File: src/rtl/fft_seq_pkg.sv
// fft_seq_pkg
//   Shared definitions for the audio FFT frame sequencer.
//   - Default frame geometry and frame-tick prescaler.
//   - Sequencer state encoding (IDLE, ACQ, START, XFORM, DONE).
//   - Helpers for the bin count (NBINS = FRAME_LEN/2) and counter widths.
package fft_seq_pkg;

    localparam int DEF_FRAME_LEN = 1024;
    localparam int DEF_ADDR_W    = 10;
    localparam int DEF_DATA_W    = 8;
    localparam int DEF_PRESC     = 10_000_000;
    localparam int FRAME_CNT_W   = 16;

    typedef enum logic [2:0] {
        IDLE  = 3'd0,
        ACQ   = 3'd1,
        START = 3'd2,
        XFORM = 3'd3,
        DONE  = 3'd4
    } seq_state_t;

    // A real FFT of FRAME_LEN samples yields FRAME_LEN/2 unique magnitude bins.
    function automatic int nbins_of(input int frame_len);
        return frame_len / 2;
    endfunction

    // Bits needed for a counter running 0..n-1 (at least one bit).
    function automatic int cnt_width(input int n);
        return (n <= 2) ? 1 : $clog2(n);
    endfunction

endpackage

File: src/rtl/frame_tick_gen.sv
// frame_tick_gen
//   Free-running frame-rate prescaler. The counter runs 0..PRESC-1 and
//   tick is high for the single cycle in which the counter holds PRESC-1.
//   Ports:
//     clk    in   system clock
//     reset  in   synchronous, active-high; restarts the count at 0
//     tick   out  one-cycle frame-rate pulse
module frame_tick_gen
    import fft_seq_pkg::*;
#(
    parameter int PRESC = DEF_PRESC
) (
    input  logic clk,
    input  logic reset,
    output logic tick
);

    localparam int              CW   = cnt_width(PRESC);
    localparam logic [CW-1:0]   LAST = CW'(PRESC - 1);

    logic [CW-1:0] cnt;

    always_ff @(posedge clk) begin
        if (reset) begin
            cnt <= '0;
        end else if (cnt == LAST) begin
            cnt <= '0;
        end else begin
            cnt <= cnt + 1'b1;
        end
    end

    assign tick = (cnt == LAST);

endmodule

File: src/rtl/fft_frame_sequencer.sv
// fft_frame_sequencer
//   Frame-level controller for the audio FFT datapath. Each frame tick
//   (unless frozen) acquires FRAME_LEN mic samples into the time buffer,
//   starts the FFT core, writes its NBINS magnitude bins into the frequency
//   buffer and reports completion / status to the PicoBlaze interface.
//   Optional feature macro: FFT_SEQ_PEAK_EN adds the peak-bin tracker
//   (peak_bin, peak_mag) and the clr_status input.
//   Ports:
//     clk, reset          clock, synchronous active-high reset
//     sample_valid        one-cycle strobe per mic sample
//     freeze              level; no new frames start while high
//     frame_active        time-buffer enable (high in ACQ)
//     time_we, time_addr  time-buffer write port
//     fft_start/fft_busy  FFT core start handshake
//     fft_dout_valid/_dout magnitude bin stream from the FFT core
//     freq_we/addr/din    frequency-buffer write port (1 cycle after a bin)
//     frame_done          one-cycle pulse per completed frame
//     frame_count         completed frames, wraps 0xFFFF -> 0
//     overrun, fft_err    sticky status flags
//     clr_status          (FFT_SEQ_PEAK_EN) clears overrun and fft_err
//     peak_bin, peak_mag  (FFT_SEQ_PEAK_EN) strongest non-DC bin of last frame
//     state_dbg           current sequencer state encoding
//
// FFT handshake: fft_start is a request level that stays high from entry
// into START until the first cycle the core reports fft_busy=1; the core's
// busy is the acknowledge. While busy, every fft_dout_valid cycle carries one
// bin with no back-pressure. busy falling before NBINS bins is an abort.
module fft_frame_sequencer
    import fft_seq_pkg::*;
#(
    parameter int FRAME_LEN = DEF_FRAME_LEN,
    parameter int ADDR_W    = DEF_ADDR_W,
    parameter int DATA_W    = DEF_DATA_W,
    parameter int PRESC     = DEF_PRESC
) (
    input  logic                   clk,
    input  logic                   reset,
    input  logic                   sample_valid,
    input  logic                   freeze,
    output logic                   frame_active,
    output logic                   time_we,
    output logic [ADDR_W-1:0]      time_addr,
    output logic                   fft_start,
    input  logic                   fft_busy,
    input  logic                   fft_dout_valid,
    input  logic [DATA_W-1:0]      fft_dout,
    output logic                   freq_we,
    output logic [ADDR_W-1:0]      freq_addr,
    output logic [DATA_W-1:0]      freq_din,
    output logic                   frame_done,
    output logic [FRAME_CNT_W-1:0] frame_count,
    output logic                   overrun,
    output logic                   fft_err,
`ifdef FFT_SEQ_PEAK_EN
    input  logic                   clr_status,
    output logic [ADDR_W-1:0]      peak_bin,
    output logic [DATA_W-1:0]      peak_mag,
`endif
    output logic [2:0]             state_dbg
);

    localparam int                NBINS       = nbins_of(FRAME_LEN);
    localparam logic [ADDR_W-1:0] LAST_SAMPLE = ADDR_W'(FRAME_LEN - 1);
    localparam logic [ADDR_W-1:0] LAST_BIN    = ADDR_W'(NBINS - 1);

    seq_state_t        state, state_nxt;
    logic              tick;
    logic [ADDR_W-1:0] bin_cnt;     // bins accepted so far this frame
    logic              bin_accept;  // a bin is taken this cycle
    logic              last_bin;    // the bin taken this cycle is the final one
    logic              abort;       // core dropped busy with bins outstanding
    logic              enter_xform;

    frame_tick_gen #(
        .PRESC (PRESC)
    ) u_tick (
        .clk   (clk),
        .reset (reset),
        .tick  (tick)
    );

    assign state_dbg   = state;
    assign enter_xform = (state == START) && (state_nxt == XFORM);

    always_ff @(posedge clk) begin
        if (reset) begin
            state <= IDLE;
        end else begin
            state <= state_nxt;
        end
    end

    always_comb begin
        state_nxt    = state;
        frame_active = 1'b0;
        time_we      = 1'b0;
        fft_start    = 1'b0;
        frame_done   = 1'b0;
        bin_accept   = 1'b0;
        last_bin     = 1'b0;
        abort        = 1'b0;
        case (state)
            IDLE: begin
                // freeze only gates the start of a frame; a running frame finishes.
                if (tick && !freeze) begin
                    state_nxt = ACQ;
                end
            end
            ACQ: begin
                frame_active = 1'b1;
                time_we      = sample_valid;
                if (sample_valid && (time_addr == LAST_SAMPLE)) begin
                    state_nxt = START;
                end
            end
            START: begin
                fft_start = 1'b1;
                if (fft_busy) begin
                    state_nxt = XFORM;
                end
            end
            XFORM: begin
                if (fft_dout_valid) begin
                    bin_accept = 1'b1;
                    last_bin   = (bin_cnt == LAST_BIN);
                end
                // A final bin arriving together with busy falling is a clean finish.
                if (last_bin) begin
                    state_nxt = DONE;
                end else if (!fft_busy) begin
                    abort     = 1'b1;
                    state_nxt = DONE;
                end
            end
            DONE: begin
                frame_done = 1'b1;
                state_nxt  = IDLE;
            end
            default: begin
                state_nxt = IDLE;
            end
        endcase
    end

    always_ff @(posedge clk) begin
        if (reset) begin
            time_addr   <= '0;
            bin_cnt     <= '0;
            freq_we     <= 1'b0;
            freq_addr   <= '0;
            freq_din    <= '0;
            frame_count <= '0;
            overrun     <= 1'b0;
            fft_err     <= 1'b0;
        end else begin
            // Address wraps to 0 on its own after the FRAME_LEN-1 write.
            if ((state == IDLE) && (state_nxt == ACQ)) begin
                time_addr <= '0;
            end else if (time_we) begin
                time_addr <= time_addr + 1'b1;
            end

            // Bins are registered, so the buffer write trails dout_valid by one cycle;
            // freq_addr holds the address of the most recent write.
            freq_we <= bin_accept;
            if (enter_xform) begin
                bin_cnt   <= '0;
                freq_addr <= '0;
            end else if (bin_accept) begin
                freq_addr <= bin_cnt;
                freq_din  <= fft_dout;
                bin_cnt   <= bin_cnt + 1'b1;
            end

            if (frame_done) begin
                frame_count <= frame_count + 1'b1;
            end

`ifdef FFT_SEQ_PEAK_EN
            if (clr_status) begin
                overrun <= 1'b0;
                fft_err <= 1'b0;
            end
`endif
            // Setting events take precedence over a simultaneous clear.
            if (tick && (state != IDLE)) begin
                overrun <= 1'b1;
            end
            if (abort) begin
                fft_err <= 1'b1;
            end
        end
    end

`ifdef FFT_SEQ_PEAK_EN
    logic [ADDR_W-1:0] run_bin;
    logic [DATA_W-1:0] run_mag;

    // Running max over bins 1..NBINS-1; strict compare keeps the lower bin on ties.
    always_ff @(posedge clk) begin
        if (reset) begin
            run_bin  <= '0;
            run_mag  <= '0;
            peak_bin <= '0;
            peak_mag <= '0;
        end else begin
            if (enter_xform) begin
                run_bin <= '0;
                run_mag <= '0;
            end else if (bin_accept && (bin_cnt != '0) && (fft_dout > run_mag)) begin
                run_bin <= bin_cnt;
                run_mag <= fft_dout;
            end
            if (frame_done) begin
                peak_bin <= run_bin;
                peak_mag <= run_mag;
            end
        end
    end
`endif

endmodule

File: config.mk
export PLATFORM = sky130hd
export DESIGN_NAME = fft_frame_sequencer
export DESIGN_NICKNAME = d
export VERILOG_FILES = /design/src/rtl/fft_seq_pkg.sv /design/src/rtl/frame_tick_gen.sv /design/src/rtl/fft_frame_sequencer.sv
export SDC_FILE = /design/constraint.sdc
export NUM_CORES = 1
export LEC_CHECK = 0
export ABC_AREA = 1
export BUFFER_PORTS_ARGS = -buffer_cell sky130_fd_sc_hd__buf_2
export CAP_MARGIN = 20
export CORE_UTILIZATION = 55
export DETAILED_ROUTE_END_ITERATION = 8
export GPL_TIMING_DRIVEN = 0
export PLACE_DENSITY = 0.88
export SETUP_SLACK_MARGIN = 0.3
export SLEW_MARGIN = 20
export SYNTH_ARGS = -nofsm -noshare
export SYNTH_HDL_FRONTEND = slang
export SYNTH_SLANG_ARGS = --single-unit
export TNS_END_PERCENT = 5
File: constraint.sdc
create_clock -name clk -period 1.63 [get_ports clk]
set_input_delay 0.163 -clock clk [delete_from_list [all_inputs] [get_ports clk]]
set_output_delay 0.163 -clock clk [all_outputs]
set_load 0.01 [all_outputs]
After elaboration in Yosys (flattened, before gate mapping)
Cells that the tools add are included.
W data, S select, Z words.
- register bits: 84
- bits of input ports: 14
- output and inout port bits: 54
- $add $sub $neg: 4
- eq/ne operators: 9
- muxes and demuxes: 17
- bitwise operators: 1
- reductions and logical operators: 12
- operator list (kind ; count):
    $add A24 B1 Y24 const B ; 1
    $eq A24 B24 Y1 const B ; 1
    $add A10 B1 Y10 const B ; 2
    $add A16 B1 Y16 const B ; 1
    $mux W3 ; 5
    $pmux W3 S4 ; 1
    $mux W1 ; 11
    $eq A10 B10 Y1 const B ; 1
    $eq A10 B9 Y1 const B ; 1
    $eq A3 B2 Y1 const B ; 3
    $eq A3 B1 Y1 const B ; 2
    $reduce_or A2 Y1 ; 3
    $logic_and A1 B1 Y1 ; 5
    $eq A3 B3 Y1 const B ; 1
    $logic_not A3 Y1 ; 1
    $reduce_bool A3 Y1 ; 1
    $reduce_and A2 Y1 ; 1
    $logic_not A1 Y1 ; 1
    $not A1 Y1 ; 1

Depth between registers and ports, before layout
Gate-level depths: netlist of run 1.
- depth in word-level cells: 9
- mapped depth: 9
- depth with buffers taken out: 9

Hierarchy
A second synthesis of run 1 with hierarchy kept.
- cell total of the unflattened synthesis: 628
- area, all modules: 4301.6 µm²
- by module, submodules not included (module ; instances ; cells an instance ; area an instance (µm²)):
    fft_frame_sequencer ; 1 ; 422 ; 2907.8
    frame_tick_gen ; 1 ; 206 ; 1393.8

Least setup slack after synthesis of run 1
No wires, ideal clock.
- path kind: register -> register
- start point: register frame_count[1]
- end point: register frame_count[10]
- setup time: 0.116 ns
- data arrival time: 1.264 ns
- data required time: 1.514 ns
- setup slack: 0.250 ns
- stages on the path, launching flop included: 7
- path buffers: 0
- cells stage by stage: dfxtp_1 > ha_1 > nand3_1 > nor3_2 > nand3b_1 > o21ai_0 > nor2_1
- cells in the longest elaborated chain, start to end: 1
- ends and longest elaborated chain (what ; line ; source):
    start, declared ; fft_frame_sequencer.sv:51 ; output logic [FRAME_CNT_W-1:0] frame_count,
    start signal, assigned ; fft_frame_sequencer.sv:176 ; frame_count <= frame_count + 1'b1;
    $add A16 B1 Y16 ; fft_frame_sequencer.sv:176 ;
Every way passes these cells.
A chain may end at the register's enable or synchronous reset.

Worst setup path in the final report of run 1
- start point: register u_tick.cnt[11]
- end point: register time_addr[5]
- cells in the longest elaborated chain, start to end: 7
- ends and longest elaborated chain (what ; line ; source):
    start, declared ; frame_tick_gen.sv:21 ; logic [CW-1:0] cnt;
    start signal, assigned ; frame_tick_gen.sv:29 ; cnt <= cnt + 1'b1;
    $eq A24 B24 Y1 ; frame_tick_gen.sv:33 ; assign tick = (cnt == LAST);
    $logic_and A1 B1 Y1 ; fft_frame_sequencer.sv:105 ; if (tick && !freeze) begin
    $mux W3 ; fft_frame_sequencer.sv:105 ;
    $pmux W3 S4 ; fft_frame_sequencer.sv:102 ; case (state)
    $eq A3 B1 Y1 ; fft_frame_sequencer.sv:157 ; if ((state == IDLE) && (state_nxt == ACQ)) begin
    $logic_and A1 B1 Y1 ; fft_frame_sequencer.sv:157 ;
    $reduce_or A2 Y1 (no line) ; - ;
    end signal, assigned ; fft_frame_sequencer.sv:160 ; time_addr <= time_addr + 1'b1;
    end, declared ; fft_frame_sequencer.sv:42 ; output logic [ADDR_W-1:0] time_addr,
Every way passes these cells.

==> flow_metrics.py, run 1 <==
metrics = {
    "die": {
        "initial_core_util_pct": 56.8,
        "dieArea_sq_mm": 0.00780,
        "die_y_um": 88.3,
        "die_w_um": 88.3,
        "io_pins": 68,
        "core-area_sq_mm": 0.00721,
        "rows": 31,
    },
    "cells_and_area": {
        "n_fill_cell": 547,
        "area_growth_pct": 27.1,
        "multi_input_area_sq_mm": 0.00227,
        "nets": 721,
        "stdcell_count": 807,
        "drive_gt1_share_pct": 25.8,
        "area.sequential_sq_mm": 0.00172,
        "final_common_cell": "nand2_1",
        "stdcell_area_sq_mm": 0.00521,
        "antenna_cells": 0,
        "layout_common_cells": "166 x nand2_1, 92 x nor2_1, 68 x buf_2, 67 x dfxtp_1, 55 x inv_1",
    },
    "clock_network": {
        "clock_latency_ns": 0.37,
        "cts_tree": "built",
        "path_clk_slew_ns": 0.09,
        "root_buffer": "clkbuf_8",
        "cts.sinks": 84,
        "cts-buffers-inserted": 9,
        "holdBufCountCts": 0,
        "clockBufferDepth": 2,
        "htree_levels": 3,
    },
    "sta": {
        "rsz0062_at_grt": "yes",
        "slew_violations": 0,
        "worst_pin_slew_ns": 0.475,
        "clock_skew_ns": 0.0106,
        "slew_headroom_pct": 68.4,
        "setup_viol": 0,
        "period_needed_ns": 1.43,
        "setup_tns_ns": 0,
        "hold_viol_final": 0,
        "worst_slack_ns": 0.199,
        "max_freq_ghz": 0.699,
        "period_share_pct": 87.8,
    },
    "logic_synthesis": {
        "syn_inst": 600,
        "netlist_area_sq_mm": 0.00410,
        "ys_types": 37,
        "yosysWarnings": 0,
        "syn_avg_cell_area_sq_um": 6.83,
        "synth_nets": 618,
        "yosys_register_bits": 84,
        "ys_seq_area_share_pct": 41.1,
    },
    "setup_path": {
        "arrival_ns": 1.69,
        "reg2reg_slack_ns": 0.20,
        "worst-setup-path-type": "reg2reg",
        "crit_end": "time_addr[5]$_SDFFE_PP0P_",
        "critPathLaunch": "u_tick.cnt[11]$_SDFF_PP0_",
        "rr_worst_depth": 6,
        "end_kind": "register",
        "critPathRequiredTime_ns": 1.89,
        "reg2reg_from": "u_tick.cnt[11]$_SDFF_PP0_",
        "path_max_fanout": 10,
        "startpoint_type": "register",
        "r2r-end": "time_addr[5]$_SDFFE_PP0P_",
    },
    "placement": {
        "port-buffer-count": 66,
        "placed_cell_area_sq_mm": 0.00455,
        "gp_congestion": 0.942,
        "dp.cells": 765,
        "dp_slack_ns": 0.0256,
        "hpwl_mm": 7.14,
    },
    "power_and_ir_drop": {
        "leakagePower_nw": 2.01,
        "comb_power_share_pct": 2.6,
        "max-vdd-ir-drop_v": 0.000840,
        "p_int_mw": 2.96,
        "powerDensity_mw_per_mm2": 739,
        "p_sw_share_pct": 22.9,
        "power_frac_seq_pct": 53.6,
        "power_mw": 3.85,
        "pwr-share-clk_pct": 43.8,
        "switchingPower_uw": 882,
    },
    "drt": {
        "drc": 0,
        "via_per_inst": 5.39,
        "wirelength_mm": 10.8,
        "wl_per_cell_um": 13.4,
        "drtIter0Drc": 321,
        "ant_nets": 0,
        "drtPass1Iterations": 7,
        "via_count": 4350,
    },
    "global_route": {
        "grt_max_degree": 16,
        "gr-total-overflow": 0,
        "grt_pass1_wl_mm": 16.4,
        "gr-usage-all-layers_pct": 27.2,
        "antenna_found_initial": 0,
        "grt_pass1_vias": 3771,
    },
    "run": {
        "cap_violations": 0,
    },
    "min_path": {
        "worst_hold_path_type": "in2reg",
        "whs_path_depth": 2,
    },
    "outcome": {
        "status": "completed",
    },
}
-- Yosys cell counts --
| cell type | n | area, sq um |
|---|---|---|
| inv_1 | 56 | 210 |
| nand3_1 | 26 | 130 |
| nor3b_1 | 2 | 15.0 |
| nor2_2 | 6 | 37.5 |
| or2_2 | 1 | 6.26 |
| o31ai_1 | 1 | 7.51 |
| nor2_1 | 100 | 375 |
| and3_1 | 1 | 6.26 |
| inv_4 | 1 | 6.26 |
| o21ai_0 | 16 | 80.1 |
| nand4_4 | 1 | 21.3 |
| a21oi_1 | 54 | 270 |
| nor2_4 | 3 | 33.8 |
| dfxtp_1 | 84 | 1680 |
| inv_2 | 2 | 7.51 |
| nand2_1 | 170 | 638 |
| nand4_1 | 14 | 87.6 |
| nand3b_4 | 1 | 20.0 |
| xor2_1 | 12 | 105 |
| xnor2_1 | 4 | 35.0 |
| buf_1 | 1 | 3.75 |
| clkbuf_1 | 3 | 11.3 |
| a21boi_0 | 1 | 7.51 |
| buf_2 | 4 | 20.0 |
| clkinv_2 | 1 | 5.00 |
| a211oi_1 | 2 | 15.0 |
| buf_6 | 1 | 11.3 |
| o21a_1 | 1 | 7.51 |
| nand3b_1 | 4 | 30.0 |
| ha_1 | 4 | 50.1 |
| nor3_2 | 1 | 10.0 |
| nand2_2 | 2 | 12.5 |
| nand2_4 | 1 | 11.3 |
| or2_0 | 4 | 25.0 |
| buf_4 | 4 | 30.0 |
| nor3_1 | 8 | 40.0 |
| nand3_2 | 3 | 30.0 |
-- layer usage --
| layer | routed length [um] | global-route usage, % | share of wire [%] |
|---|---|---|---|
| met3 | 861 | 6.44 | 7.9 |
| met5 | 0 | 0 | 0 |
| met4 | 274 | 13.2 | 2.5 |
| met1 | 4440 | 33.1 | 41 |
| met2 | 5270 | 45.2 | 49 |
-- how the worst min path moves through the flow --
| stage | endpoint | slack (ns) | from |
|---|---|---|---|
| after detailed placement | state_dbg[2]$_SDFF_PP0_ | 0.40 | fft_busy |
| after floorplan | state_dbg[2]$_SDFF_PP0_ | 0.26 | fft_busy |
| after CTS | state_dbg[2]$_SDFF_PP0_ | 0.002 | fft_busy |
| after global routing | state_dbg[2]$_SDFF_PP0_ | 0.04 | fft_busy |
| after global placement | state_dbg[2]$_SDFF_PP0_ | 0.39 | fft_busy |
| final | state_dbg[2]$_SDFF_PP0_ | 0.04 | fft_busy |
-- through the flow --
stage | hold WS [ns] | util (%)
final | 0.0371 | 72.2
after global placement | 0.394 | 63.1
after global routing | 0.0369 | 72.2
after floorplan | 0.264 | -
after detailed placement | 0.399 | 63.1
after CTS | 0.00152 | 69.4
-- sequential cells by signal, summed over array words and instances (netlist names) --
name,cells
state_dbg,3
u_tick.cnt,24
fft_err,1
frame_count,16
freq_din,8
time_addr,10
bin_cnt,10
freq_we,1
overrun,1
freq_addr,10
-- final cells by class --
type / instances / share of cell area [%]
tap: 99 / 2.38
buffer: 13 / 1.97
inverter: 60 / 4.52
clock inverter: 7 / 1.90
sequential: 84 / 32.9
clock buffer: 9 / 2.38
timing repair buffer: 92 / 10.3
multi-input combinational: 443 / 43.6
-- critical path: stages, from the launching register on --
cell,delay [ns]
dfxtp_1,0.38
inv_1,0.13
nand3_1,0.11
nor2_2,0.21
nand4_1,0.23
nand2_4,0.19
nor2_1,0.07
-- power by group through the flow --
stage	registers [mW]	logic, mW	clock network [mW]
6_report	2.06	0.102	1.68
2_1_floorplan	2.11	0.0494	0
4_1_cts	2.06	0.0943	1.69
3_3_place_gp	2.11	0.0803	0
3_5_place_dp	2.11	0.0834	0
5_1_grt	2.06	0.112	1.80
-- cell families after synthesis --
kind of cell,count (synthesis),synth area share (%)
compound gates,75,9.47
xor+xnor,16,3.42
fa+ha+maj,4,1.22
buf+inv,73,7.45
flops,84,41.1
simple gates,348,37.4
-- what timing repair did --
action,CTS,global route
pin swaps,8,13
buffers inserted,15,10
endpoints found under the setup margin,79,82
gates resized for setup,36,44
gates cloned,1,0
Note: power is estimated with default switching activity, not from simulation.
==> inputs of run 2 (changes only) <==
Settings changed: CORE_UTILIZATION 55 to 35, PLACE_DENSITY 0.88 to 0.64, SKIP_LAST_GASP from default to 1.
==> run 2 against run 1 <==
Worst setup slack improved by 0.036 ns. Global-route usage down 9.5 points. Clock-buffer cell count rose by 4. Non-clock buffer count decreased by 3.
==> flow_metrics.py, run 2 (synthesis gave the netlist of run 1 again) <==
metrics = {
    "outcome": {
        "status": "completed",
    },
    "clock_network": {
        "holdBufCountCts": 0,
        "path_clk_slew_ns": 0.06,
        "htree_levels": 3,
        "root_buffer": "clkbuf_16",
        "clockBufferDepth": 2,
        "cts-buffers-inserted": 9,
        "cts.sinks": 84,
        "clock_latency_ns": 0.33,
        "cts_tree": "built",
    },
    "min_path": {
        "worst_hold_path_type": "in2reg",
    },
    "sta": {
        "period_needed_ns": 1.39,
        "whs_ns": 0.0641,
        "setup_viol": 0,
        "slew_violations": 0,
        "rsz0062_at_grt": "yes",
        "max_freq_ghz": 0.717,
        "period_share_pct": 85.6,
        "slew_headroom_pct": 68.7,
        "clock_skew_ns": 0.0110,
        "hold_viol_final": 0,
        "setup_tns_ns": 0,
        "worst_pin_slew_ns": 0.470,
        "worst_slack_ns": 0.235,
    },
    "setup_path": {
        "critical-path-top-delay-family": "simple AND/OR/NAND/NOR gates",
        "worst-setup-path-type": "reg2reg",
        "startpoint_type": "register",
        "worstPathCellList": "ha_4, nand3_4, inv_2, nand3b_1, nor2_2, nor2_1, nor3b_2",
        "path_max_fanout": 4,
        "slowest_stage": "dfxtp_2",
        "max_stage_delay_ns": 0.38,
        "end_kind": "register",
        "critPathBufInv": 1,
        "critPathRequiredTime_ns": 1.88,
        "arrival_ns": 1.64,
    },
    "power_and_ir_drop": {
        "max-vdd-ir-drop_v": 0.000555,
        "switchingPower_uw": 878,
        "comb_power_share_pct": 2.2,
        "p_int_mw": 3.52,
        "p_sw_share_pct": 20.0,
        "leakagePower_nw": 2.07,
        "pwr-share-clk_pct": 50.9,
        "power_mw": 4.40,
        "powerDensity_mw_per_mm2": 817,
        "power_frac_seq_pct": 46.9,
    },
    "global_route": {
        "antenna_found_initial": 0,
        "gr-usage-all-layers_pct": 17.7,
        "grt_pass1_vias": 3764,
        "grt_max_degree": 14,
        "gr-total-overflow": 0,
        "grt_pass1_wl_mm": 17.0,
    },
    "drt": {
        "drtPass1Iterations": 4,
        "drc": 0,
        "wirelength_mm": 10.4,
        "wl_per_cell_um": 12.2,
        "drtIter0Drc": 183,
        "via_per_inst": 4.81,
        "via_count": 4080,
        "ant_nets": 0,
    },
    "die": {
        "die_w_um": 110,
        "rows": 39,
        "initial_core_util_pct": 35.9,
        "core-area_sq_mm": 0.0114,
        "die_y_um": 110,
        "dieArea_sq_mm": 0.0121,
        "io_pins": 68,
    },
    "placement": {
        "hpwl_mm": 7.30,
        "port-buffer-count": 66,
        "gp_congestion": 0.906,
        "dp_slack_ns": 0.00545,
    },
    "cells_and_area": {
        "regMostFlops": "u_tick.cnt",
        "n_fill_cell": 1144,
        "multi_input_area_sq_mm": 0.00230,
        "final_common_cell": "nand2_1",
        "area_growth_pct": 31.4,
        "antenna_cells": 0,
        "area.sequential_sq_mm": 0.00172,
        "reg_top3": "u_tick.cnt: 24 flops, frame_count: 16 flops",
        "drive_gt1_share_pct": 26.5,
        "largest_reg_flops": 24,
        "layout_common_cells": "165 x nand2_1, 90 x nor2_1, 69 x buf_2, 60 x dfxtp_1, 56 x inv_1",
        "nets": 718,
    },
    "run": {
        "cap_violations": 0,
    },
}
[run 2: per-layer routing]
layer	part of all wire, %	GRT usage (%)	vias to the layer above
met3	5.8	5.06	8
met5	0	0	-
met1	45	22.4	1847
li1	-	-	2121
met2	48	29.8	104
met4	0.85	4.23	0
[run 2: worst reg2reg max path, delay by kind of cell (launching register included)]
family        cells  cell delay, ns
flops             1            0.38
buf+inv           1            0.09
fa+ha+maj         1            0.17
simple gates      5            0.70
[run 2: timing repair]
action                     4_1_cts  5_1_grt
resized for setup               48       35
setup buffers                   17        6
setup endpoints to repair       78       83
pin swaps                       12        6
[run 2: worst paths after layout]
kind,startpoint,to,slack [ns],depth (start not counted)
worst min register to register,freq_addr[4]$_SDFFE_PP0P_,freq_addr[4]$_SDFFE_PP0P_,0.46,2
worst max register to register,u_tick.cnt[0]$_SDFF_PP0_,u_tick.cnt[18]$_SDFF_PP0_,0.24,7
worst min-delay path,fft_busy,state_dbg[2]$_SDFF_PP0_,0.06,2
worst max-delay path,u_tick.cnt[0]$_SDFF_PP0_,u_tick.cnt[18]$_SDFF_PP0_,0.24,7
[run 2: power groups by stage]
stage | combinational, mW | sequential (mW) | clock [mW]
floorplan | 0.0494 | 2.11 | 0
global placement | 0.0826 | 2.11 | 0
detailed placement | 0.0846 | 2.11 | 0
CTS | 0.0964 | 2.06 | 2.27
global route | 0.109 | 2.06 | 2.38
finish | 0.0983 | 2.06 | 2.24
[run 2: metrics by stage]
| step | utilization [%] | instance area, sq um | instances |
|---|---|---|---|
| after floorplan | - | 4100 | 600 |
| after global placement | 40.4 | 4610 | 809 |
| after detailed placement | 40.4 | 4610 | 809 |
| after CTS | 45.8 | 5240 | 842 |
| after global routing | 47.1 | 5380 | 848 |
| final | 47.1 | 5380 | 848 |
[run 2: final cells by class]
cell class              instances  share of cell area, %
plain buffers                  13                   1.72
inverters                      60                   4.32
multi-input cells             443                   42.8
well taps                     143                   3.32
clock inverters                 3                   1.28
flip-flops and latches         84                   32.0
clock buffers                  13                   4.83
repair buffers                 89                   9.69
==> inputs of run 3 (changes only) <==
Settings changed: REMOVE_ABC_BUFFERS from default to 1.
==> run 3 against run 2 <==
Via count increased by 2.4%. Register-to-register slack is essentially flat. Critical path type unchanged. Cell area about the same. Power fell by 7.9%.
==> flow_metrics.py, run 3 (synthesis gave the netlist of run 1 again) <==
metrics = {
    "cells_and_area": {
        "multi_input_area_sq_mm": 0.00240,
        "area.sequential_sq_mm": 0.00172,
        "final_common_cell": "nand2_1",
        "antenna_cells": 0,
        "n_fill_cell": 1123,
        "layout_common_cells": "167 x nand2_1, 86 x nor2_1, 66 x dfxtp_1, 66 x buf_2",
        "area_growth_pct": 31.6,
        "drive_gt1_share_pct": 26.6,
        "nets": 716,
        "regMostFlops": "u_tick.cnt",
        "largest_reg_flops": 24,
        "reg_top3": "u_tick.cnt: 24 flops, frame_count: 16 flops",
        "stdcell_area_sq_mm": 0.00539,
    },
    "global_route": {
        "gr-total-overflow": 0,
        "grt_pass1_vias": 3720,
        "gr-usage-all-layers_pct": 17.6,
        "grt_pass1_wl_mm": 16.8,
        "antenna_found_initial": 0,
        "grt_max_degree": 26,
    },
    "clock_network": {
        "root_buffer": "clkbuf_16",
        "cts-buffers-inserted": 9,
        "clockBufferDepth": 2,
        "cts.sinks": 84,
        "clock_latency_ns": 0.34,
        "htree_levels": 3,
        "holdBufCountCts": 0,
        "path_clk_slew_ns": 0.06,
        "cts_tree": "built",
    },
    "setup_path": {
        "critPathBufInv": 1,
        "arrival_ns": 1.62,
        "reg2reg_slack_ns": 0.24,
        "rr_worst_depth": 8,
        "path_max_fanout": 4,
        "startpoint_type": "register",
        "reg2reg_from": "bin_cnt[1]$_SDFFE_PP0P_",
        "end_kind": "register",
        "cp.depth": 8,
        "worstPathCellList": "ha_4, nand2_1, nor2_1, nand3_2, o21ai_2, nand3_1, nand2_1, inv_1",
        "slowest_stage": "dfxtp_1",
        "critical-path-top-delay-family": "simple AND/OR/NAND/NOR gates",
        "r2r-end": "state_dbg[0]$_SDFF_PP0_",
        "worst-setup-path-type": "reg2reg",
        "crit_end": "state_dbg[0]$_SDFF_PP0_",
        "critPathLaunch": "bin_cnt[1]$_SDFFE_PP0P_",
        "max_stage_delay_ns": 0.41,
        "critPathRequiredTime_ns": 1.86,
        "critPathMostFrequentCell": "nand2_1",
    },
    "sta": {
        "setup_tns_ns": 0,
        "rsz0062_at_grt": "yes",
        "setup_viol": 0,
        "slew_headroom_pct": 69.6,
        "whs_ns": 0.0432,
        "max_freq_ghz": 0.721,
        "period_share_pct": 85.1,
        "clock_skew_ns": 0.00826,
        "slew_violations": 0,
        "worst_pin_slew_ns": 0.453,
        "hold_viol_final": 0,
        "period_needed_ns": 1.39,
    },
    "placement": {
        "placed_cell_area_sq_mm": 0.00456,
        "port-buffer-count": 67,
        "hpwl_mm": 6.70,
        "gp_congestion": 0.864,
    },
    "drt": {
        "via_per_inst": 4.94,
        "ant_nets": 0,
        "wirelength_mm": 10.6,
        "drtPass1Iterations": 6,
        "met3WireLength_um": 724,
        "drc": 0,
        "wl_met2_mm": 5.11,
        "wl_met1_mm": 4.64,
        "wl_per_cell_um": 12.5,
        "drtIter0Drc": 213,
        "via_count": 4179,
        "highest_layer": "met4",
    },
    "die": {
        "initial_core_util_pct": 35.9,
        "die_w_um": 110,
        "core-area_sq_mm": 0.0114,
        "rows": 39,
        "io_pins": 68,
        "die_y_um": 110,
        "dieArea_sq_mm": 0.0121,
    },
    "power_and_ir_drop": {
        "powerDensity_mw_per_mm2": 752,
        "pwr-share-clk_pct": 46.2,
        "switchingPower_uw": 887,
        "p_sw_share_pct": 21.9,
        "p_int_mw": 3.16,
        "comb_power_share_pct": 3.0,
        "leakagePower_nw": 2.02,
        "max-vdd-ir-drop_v": 0.000575,
        "power_frac_seq_pct": 50.8,
    },
    "outcome": {
        "status": "completed",
    },
    "min_path": {
        "worst_hold_path_type": "in2reg",
        "whs_path_depth": 2,
    },
    "run": {
        "cap_violations": 0,
    },
}
-- run 3: area by class of cell --
class,count,area share (%)
multi-input cells,448,44.5
flip-flops and latches,84,32.0
repair buffers,94,10.4
inverters,60,4.67
clock buffers,12,4.58
well taps,143,3.32
clock inverters,4,0.464
repair inverters,1,0.0929
-- run 3: power by group through the flow --
stage | registers (mW) | logic [mW] | clock network, mW
2_1_floorplan | 2.11 | 0.0368 | 0
3_3_place_gp | 2.11 | 0.0730 | 0
3_5_place_dp | 2.11 | 0.0818 | 0
4_1_cts | 2.06 | 0.103 | 1.91
5_1_grt | 2.06 | 0.131 | 2.01
6_report | 2.06 | 0.122 | 1.87
-- run 3: through the flow --
step	worst slack [ns]	utilization, %	instances	total power, mW
2_1_floorplan	-0.511	-	587	2.15
3_3_place_gp	-1.11	39.7	797	2.18
3_5_place_dp	-0.426	39.9	798	2.19
4_1_cts	0.242	44.4	830	4.08
5_1_grt	0.179	47.2	846	4.20
6_report	0.243	47.2	846	4.05
-- run 3: what timing repair did --
item                                    4_1_cts  5_1_grt
pin swaps                                     7       15
endpoints found under the setup margin       82       72
setup buffers                                10       16
resized for setup                            36       55
gates cloned                                  6        0
-- run 3: routing by layer --
layer,GRT usage [%],up-vias
met1,22.2,1916
met5,0,-
met4,5.64,0
met3,4.88,19
li1,-,2117
met2,29.2,127
-- run 3: how the worst min path moves through the flow --
stage,startpoint,endpoint,slack [ns]
finish,fft_busy,state_dbg[2]$_SDFF_PP0_,0.04
detailed placement,fft_busy,state_dbg[2]$_SDFF_PP0_,0.40
global placement,fft_busy,state_dbg[2]$_SDFF_PP0_,0.38
CTS,fft_busy,state_dbg[2]$_SDFF_PP0_,0.04
global route,fft_busy,state_dbg[2]$_SDFF_PP0_,0.04
floorplan,reset,frame_count[11]$_SDFFE_PP0P_,0.23
